$ cat src/rtl/output_write_if.sv
// Request/response bundle for the field-write byte assembler: field writes and
// commits go in, committed bytes with their written-bit mask come out.
interface output_write_if;
   logic       in_valid;
   logic       in_ready;
   logic [1:0] field_sel;
   logic [7:0] field_data;
   logic       out_valid;
   logic       out_ready;
   logic [7:0] data_out;
   logic [7:0] mask_out;
   logic       ovl_err;

   modport master (
      output in_valid, field_sel, field_data, out_ready,
      input  in_ready, out_valid, data_out, mask_out, ovl_err
   );

   modport slave (
      input  in_valid, field_sel, field_data, out_ready,
      output in_ready, out_valid, data_out, mask_out, ovl_err
   );
endinterface

$ cat src/rtl/output_write.sv
// Assembles one byte from BIT/MID/HIGH field writes, then on COMMIT fills the
// unwritten bits, applies the selected transform and holds the byte for the consumer.
module output_write #(
   parameter int   BIT_POS = 3,
   parameter logic FILL    = 1'b0
) (
   input  logic           clk,
   input  logic           rst_n,
   output_write_if.slave  bus,
   output logic           state_dbg
);

   // Handshake: a transfer happens on a rising edge where valid && ready are both high;
   // valid and its payload are held until that edge, and ready never depends on valid.

   localparam logic [1:0] SEL_BIT    = 2'b00;
   localparam logic [1:0] SEL_MID    = 2'b01;
   localparam logic [1:0] SEL_HIGH   = 2'b10;
   localparam logic [1:0] SEL_COMMIT = 2'b11;
   localparam logic [2:0] BIT_IDX    = 3'(BIT_POS);

   typedef enum logic {
      COLLECT = 1'b0,
      OUTPUT  = 1'b1
   } state_t;

   state_t     state;
   state_t     state_nxt;
   logic [7:0] asm_byte;
   logic [7:0] asm_mask;
   logic [7:0] new_mask;
   logic [7:0] new_byte;
   logic [7:0] merged;
   logic [7:0] committed;
   logic       accept;
   logic       handshake;
   logic       unused_data;

   assign accept      = bus.in_valid && bus.in_ready;
   assign handshake   = bus.out_valid && bus.out_ready;
   assign unused_data = ^bus.field_data[7:4];

   always_ff @(posedge clk) begin
      if (!rst_n) state <= COLLECT;
      else        state <= state_nxt;
   end

   always_comb begin
      state_nxt = state;
      case (state)
         COLLECT: if (accept && bus.field_sel == SEL_COMMIT) state_nxt = OUTPUT;
         OUTPUT:  if (bus.out_ready) state_nxt = COLLECT;
         default: state_nxt = COLLECT;
      endcase
   end

   always_comb begin
      bus.in_ready  = (state == COLLECT);
      bus.out_valid = (state == OUTPUT);
      state_dbg     = state;
   end

   // Bits touched by the current field write and the values they take.
   always_comb begin
      new_mask = '0;
      new_byte = '0;
      case (bus.field_sel)
         SEL_BIT: begin
            new_mask[BIT_IDX] = 1'b1;
            new_byte[BIT_IDX] = bus.field_data[0];
         end
         SEL_MID: begin
            new_mask      = 8'h3C;
            new_byte[5:2] = bus.field_data[3:0];
         end
         SEL_HIGH: begin
            new_mask      = 8'hF0;
            new_byte[7:4] = bus.field_data[3:0];
         end
         default: ;
      endcase
   end

   assign merged = (asm_byte & asm_mask) | ({8{FILL}} & ~asm_mask);

   always_comb begin
      committed = merged;
      case (bus.field_data[1:0])
         2'b00: committed = merged;
         2'b01: committed = {merged[5:0], 2'b00};
         2'b10: committed = {4'b0000, merged[7:4]};
         default: begin
            for (int i = 0; i < 8; i++) committed[i] = merged[7 - i];
         end
      endcase
   end

   always_ff @(posedge clk) begin
      if (!rst_n) begin
         asm_byte     <= '0;
         asm_mask     <= '0;
         bus.data_out <= '0;
         bus.mask_out <= '0;
         bus.ovl_err  <= 1'b0;
      end else begin
         bus.ovl_err <= 1'b0;
         if (accept) begin
            if (bus.field_sel == SEL_COMMIT) begin
               bus.data_out <= committed;
               bus.mask_out <= asm_mask;
            end else begin
               asm_byte    <= (asm_byte & ~new_mask) | new_byte;
               asm_mask    <= asm_mask | new_mask;
               bus.ovl_err <= |(new_mask & asm_mask);
            end
         end
         // Next byte starts from an empty mask once the consumer takes this one.
         if (handshake) begin
            asm_byte <= '0;
            asm_mask <= '0;
         end
      end
   end

endmodule
$ cat src/flat_wrapper.sv
// flat-port wrapper written by rule: the top's interface ports become plain ports
module output_write_flat 
#(
   parameter int   BIT_POS = 3,
   parameter logic FILL    = 1'b0
)
  (clk, rst_n, state_dbg, bus_in_valid, bus_field_sel, bus_field_data, bus_out_ready, bus_in_ready, bus_out_valid, bus_data_out, bus_mask_out, bus_ovl_err);
  output_write_if bus_i ();
  input  logic clk;
  input  logic rst_n;
  output logic state_dbg;
  input wire logic [$bits(bus_i.in_valid)-1:0] bus_in_valid;
  input wire logic [$bits(bus_i.field_sel)-1:0] bus_field_sel;
  input wire logic [$bits(bus_i.field_data)-1:0] bus_field_data;
  input wire logic [$bits(bus_i.out_ready)-1:0] bus_out_ready;
  output wire logic [$bits(bus_i.in_ready)-1:0] bus_in_ready;
  output wire logic [$bits(bus_i.out_valid)-1:0] bus_out_valid;
  output wire logic [$bits(bus_i.data_out)-1:0] bus_data_out;
  output wire logic [$bits(bus_i.mask_out)-1:0] bus_mask_out;
  output wire logic [$bits(bus_i.ovl_err)-1:0] bus_ovl_err;
  assign bus_i.in_valid = bus_in_valid;
  assign bus_i.field_sel = bus_field_sel;
  assign bus_i.field_data = bus_field_data;
  assign bus_i.out_ready = bus_out_ready;
  assign bus_in_ready = bus_i.in_ready;
  assign bus_out_valid = bus_i.out_valid;
  assign bus_data_out = bus_i.data_out;
  assign bus_mask_out = bus_i.mask_out;
  assign bus_ovl_err = bus_i.ovl_err;
  output_write #(.BIT_POS(BIT_POS), .FILL(FILL)) u_core (.clk(clk), .rst_n(rst_n), .bus(bus_i), .state_dbg(state_dbg));
endmodule
$ cat config.mk
export PLATFORM = sky130hd
export DESIGN_NAME = output_write_flat
export DESIGN_NICKNAME = d
export VERILOG_FILES = /design/src/rtl/output_write_if.sv /design/src/rtl/output_write.sv /design/src/flat_wrapper.sv
export SDC_FILE = /design/constraint.sdc
export NUM_CORES = 1
export LEC_CHECK = 0
export ABC_AREA = 1
export CAP_MARGIN = 40
export CORE_UTILIZATION = 45
export CTS_BUF_LIST = sky130_fd_sc_hd__clkbuf_8
export DETAILED_ROUTE_END_ITERATION = 16
export MAX_ROUTING_LAYER = met4
export PLACE_DENSITY = 0.73
export RECOVER_POWER = 50
export SYNTH_ARGS = -nofsm -noshare
export SYNTH_HDL_FRONTEND = slang
export SYNTH_SLANG_ARGS = --single-unit
$ cat constraint.sdc
create_clock -name clk -period 1.25 [get_ports clk]
set_input_delay 0.25 -clock clk [delete_from_list [all_inputs] [get_ports clk]]
set_output_delay 0.25 -clock clk [all_outputs]
set_load 0.03 [all_outputs]
# After elaboration in Yosys (flattened, before gate mapping)
# Cells that the tools add are included.
[word_totals]
wordCells = 43
register_bits = 34
[classes]
muxes = 11
n_reduce_logical = 11
eq_ne = 5
bitwise_logic = 10
[op_table]
columns = ["operator", "count"]
rows = [
  ["8-bit AND", 3],
  ["8-bit one-hot mux with 3 select lines", 1],
  ["8-bit bitwise OR", 2],
  ["8-bit NOT", 1],
  ["4-bit one-hot mux with 2 select lines", 1],
  ["8-bit OR reduction", 1],
  ["2-bit equality test, second input constant", 3],
  ["2-bit by 1-bit equality test with 1-bit output, second input constant", 2],
  ["2-bit zero test", 2],
  ["1-bit two-way mux", 4],
  ["1-bit NOT", 4],
  ["1-bit one-hot mux with 2 select lines", 2],
  ["2-bit one-hot mux with 2 select lines", 1],
  ["2-bit AND reduction", 2],
  ["2-bit OR reduction", 2],
  ["1-bit logical AND", 3],
  ["3-bit two-way mux", 1],
  ["3-bit OR reduction", 1],
  ["2-bit two-way mux", 1],
]

# Longest topological paths before layout
[logic_depth]
depth_word = 6
depth_mapped = 8
depth_no_buf = 8

# Worst setup path after synthesis
# OpenSTA, ideal clock, no wires.
[synth_timing]
path_kind = "register to register"
startpoint = "reg u_core.state, in the netlist u_core.bus.out_valid"
endpoint = "reg u_core.bus.data_out[6]"
period_less_slack_ps = 1388
setup_slack_ps = -138
path_stages_with_launch = 7
setup_ps = 116
arrival_ps = 1272
cell_sequence = "dfxtp_1 > inv_2 > nand3_4 > inv_2 > buf_6 > o21ai_0 > nor2_1"
[synth_between]
elab_chain_cells = 3
[synth_lines]
columns = ["item", "line_no", "source"]
rows = [
  ["from (decl)", "output_write.sv:27", "state_t state;"],
  ["from (signal assigned)", "output_write.sv:45", "else state <= state_nxt;"],
  ["1-bit NOT", "output_write.sv:58", "bus.in_ready = (state == COLLECT);"],
  ["named net bus_in_ready", "flat_wrapper.sv:16", "output wire logic [$bits(bus_i.in_ready)-1:0] bus_in_ready;"],
  ["1-bit logical AND", "output_write.sv:39", "assign accept = bus.in_valid && bus.in_ready;"],
  ["2-bit AND reduction (no line)", "--", ""],
  ["to (signal assigned)", "output_write.sv:109", "bus.data_out <= committed;"],
  ["to (decl)", "output_write_if.sv:21", "output in_ready, out_valid, data_out, mask_out, ovl_err"],
]
# The timed path passes the listed nets, and every way through them passes these cells.
# A chain may end at the register's enable or synchronous reset.

# Worst setup path in the final report
[layout_timing]
startpoint = "reg u_core.state, in the netlist u_core.bus.out_valid"
endpoint = "out bus_in_ready"
[layout_between]
elab_chain_cells = 1
[layout_lines]
columns = ["item", "line_no"]
rows = [
  ["1-bit NOT", "output_write.sv:58"],
  ["to (decl)", "flat_wrapper.sv:16"],
]
# Every way passes these cells.

==> impl_metrics.csv <==
group,metric,value,unit
synth,ys_ff_latch,28,
drt,routed_via_density,4.55,
synth,yosysWarnings,0,
drt,first_iter_violations,29,
cells_and_area,syn2layout_area_growth,28.3,%
clocking,numCtsBuffers,3,
setup_path,path_buf_inv,2,
drt,vias,1337,
cells_and_area,nets,271,
power,clkPwrFrac,35.3,%
synth,syn_area,1420,um2
job,timing.max_cap.violations,0,
setup_path,startpoint_type,"flip-flop",
clocking,cts-root-buf,"clkbuf_8",
cells_and_area,seqCellArea,562,um2
synth,seq_area_frac_synth,39.4,%
setup_path,cp_max_fo,5,
setup_path,r2r-start,"u_core.bus.out_valid$_SDFF_PN0_",
sta,fin_crit_sh,96.4,%
sta,rsz0062_at_grt,"no",
floorplan,start_util,47.0,%
sta,slew_viol_final,0,
power,peakVddDrop,0.674,mV
setup_path,crit_chain,"inv_2 -> buf_4",
synth,synth_cell_types,18,
grt,grt_pass1_vias,1216,
setup_path,critPathKind,"flip-flop to primary output",
drt,wl_per_cell,10.7,um
sta,period_minus_slack,1.21,ns
worst_hold_path,min_path_type,"input port to flip-flop",
cells_and_area,drive_gt1_share,18.8,%
sta,final_hold_viol_count,0,
grt,grt_max_degree,17,
power,leakage,0.910,nW
grt,antenna_found_initial,0,
clocking,clk_pin_slew_worst_paths,0.09,ns
run_status,status,"finished, final reports clean",
placement,gp_congestion,0.872,
setup_path,worstPathArrival,0.96,ns
drt,drc_errors,0,
cells_and_area,finish.utilization,60.3,%
cells_and_area,multi_input_area,759,um2
synth,synth.area.mux_share,0,%
placement,dpl.hpwl,2270,um
clocking,h-tree-depth,1,
setup_path,cp.required,1.00,ns
setup_path,crit_path_max_incr_delay,0.43,ns
clocking,clkSinkCount,28,
power,seq_power_share,48.0,%
sta,tns,0,ns
setup_path,critPathTopFamily,"flip-flops",
grt,grt_use_total,21.6,%
setup_path,critPathLaunch,"u_core.bus.out_valid$_SDFF_PN0_",
drt,dr.pass1.iters,4,
sta,skew,0.00510,ns
worst_hold_path,min_from,"bus_in_valid",
floorplan,ios,34,
clocking,cts_buffer_depth,2,
floorplan,die_h,58.3,um
synth,synthCells,216,
synth,synth_compound_area_share,11.0,%
power,p_int,1.49,mW
grt,gr-total-overflow,0,
floorplan,rows,20,
floorplan,die-area,3390,um2
grt,grt_pass1_wl,5400,um
placement,dp.cells,290,
synth,synthXorXnorAreaFrac,0,%
setup_path,cp-end-kind,"primary output",
floorplan,core_area,3030,um2
sta,finalSetupViolCount,0,
clocking,postCtsHoldBufs,0,
synth,synthesis.area_per_instance,6.59,um2
clocking,clk_latency,0.27,ns
sta,max_freq,830,MHz
clocking,cts_tree,"built",
synth,synthSimpleGateAreaFrac,32.0,%
drt,antenna_left,0,
power,finalPower,2.00,mW
placement,portBuffers,27,
drt,drt-total-wl,3150,um
synth,synth_top_family_by_area,"simple AND/OR/NAND/NOR gates",
power,p_per_area,1100,nW/um2
power,switching_share,25.8,%
cells_and_area,fillers,308,
cells_and_area,final_cells,294,
cells_and_area,num_antenna_cells,0,
power,p_sw,0.518,mW
synth,synth_adder_area_share,5.27,%
setup_path,cpMaxStageDelayCell,"dfxtp_2",
floorplan,die_w,58.3,um
power,power_frac_comb,16.8,%
[cells in the mapped netlist]
library cell	instances	share of area, %
buf_6	1	0.79
conb_1	1	0.26
inv_2	3	0.79
nand2_1	75	20
ha_1	6	5.3
nand3_1	4	1.4
a21oi_1	19	6.7
nor2_2	1	0.44
nand3_2	1	0.70
nor2_1	29	7.6
nor3_1	1	0.35
nand3_4	1	1.2
inv_1	30	7.9
a21oi_4	1	1.1
o21ai_0	9	3.2
or2_2	1	0.44
dfxtp_1	28	39
buf_4	5	2.6
[worst paths after layout]
path                                    endpoint  slack [ns]  cells after the start
max reg2reg  u_core.bus.data_out[0]$_SDFFE_PN0P_        0.21                      5
min              u_core.bus.out_valid$_SDFF_PN0_        0.37                      3
min reg2reg  u_core.bus.mask_out[3]$_SDFFE_PN0P_        0.47                      2
max                                 bus_in_ready        0.04                      2
[area by class of cell]
cell class                      instances  area share, %
Sequential cell                        28           30.8
Inverter                               33           7.05
Tap cell                               44           3.01
Clock inverter                          1           1.64
Clock buffer                            3           2.26
Multi-Input combinational cell        150           41.6
Timing Repair Buffer                   35           13.7
[routing by layer]
| layer | up-vias | GRT usage, % | share of wire (%) |
|---|---|---|---|
| li1 | 722 | - | - |
| met1 | 570 | 27.7 | 47 |
| met2 | 38 | 35.0 | 46 |
| met3 | 7 | 2.90 | 5.1 |
| met4 | 0 | 7.14 | 1.6 |
| met5 | - | - | 0 |
[cells in the final DEF (no fill, tap or decap), drive strengths merged]
| cell | n |
|---|---|
| o21ai | 9 |
| bufinv | 1 |
| dfxtp | 28 |
| buf | 11 |
| nand2 | 75 |
| nor3 | 1 |
| or2 | 1 |
| clkdlybuf4s50 | 6 |
| nand3 | 6 |
| dlymetal6s2s | 1 |
| inv | 33 |
| a21oi | 20 |
| conb | 2 |
| ha | 6 |
| dlygate4sd2 | 2 |
| clkbuf | 18 |
| nor2 | 30 |
[through the flow]
stage	hold slack [ns]	setup WS [ns]	cell area, um2
floorplan	0.385	0.0515	1430
global placement	0.457	-0.392	1730
detailed placement	0.457	-0.425	1730
CTS	0.471	0.0217	1860
global route	0.394	0.00449	1830
finish	0.371	0.0445	1830
[power by group through the flow]
stage	logic [mW]	clock network, mW	registers, mW
6_report	0.336	0.707	0.961
4_1_cts	0.340	0.720	0.961
5_1_grt	0.371	0.752	0.967
3_5_place_dp	0.320	0	0.981
3_3_place_gp	0.318	0	0.980
2_1_floorplan	0.173	0	1.01
[worst min-delay path: stages]
cell	delay [ns]
dlymetal6s2s_1	0.16
nand3_4	0.13
a21oi_1	0.07
[cells by family (layout without fill, tap and decap cells)]
family                   count (synthesis)  count (layout)
buffers and inverters                   39              72
other                                    1               2
adder cells (fa/ha/maj)                  6               6
flip-flops                              28              28
AND/OR/NAND/NOR                        113             113
AO/OA/AOI/OAI                           29              29
[what timing repair did]
item,4_1_cts,5_1_grt
setup endpoints to repair,30,14
resized for setup,23,9
buffers inserted,0,0
pin swaps,2,0
hold endpoints to repair,0,0
Power figures use the tool's default switching activity.
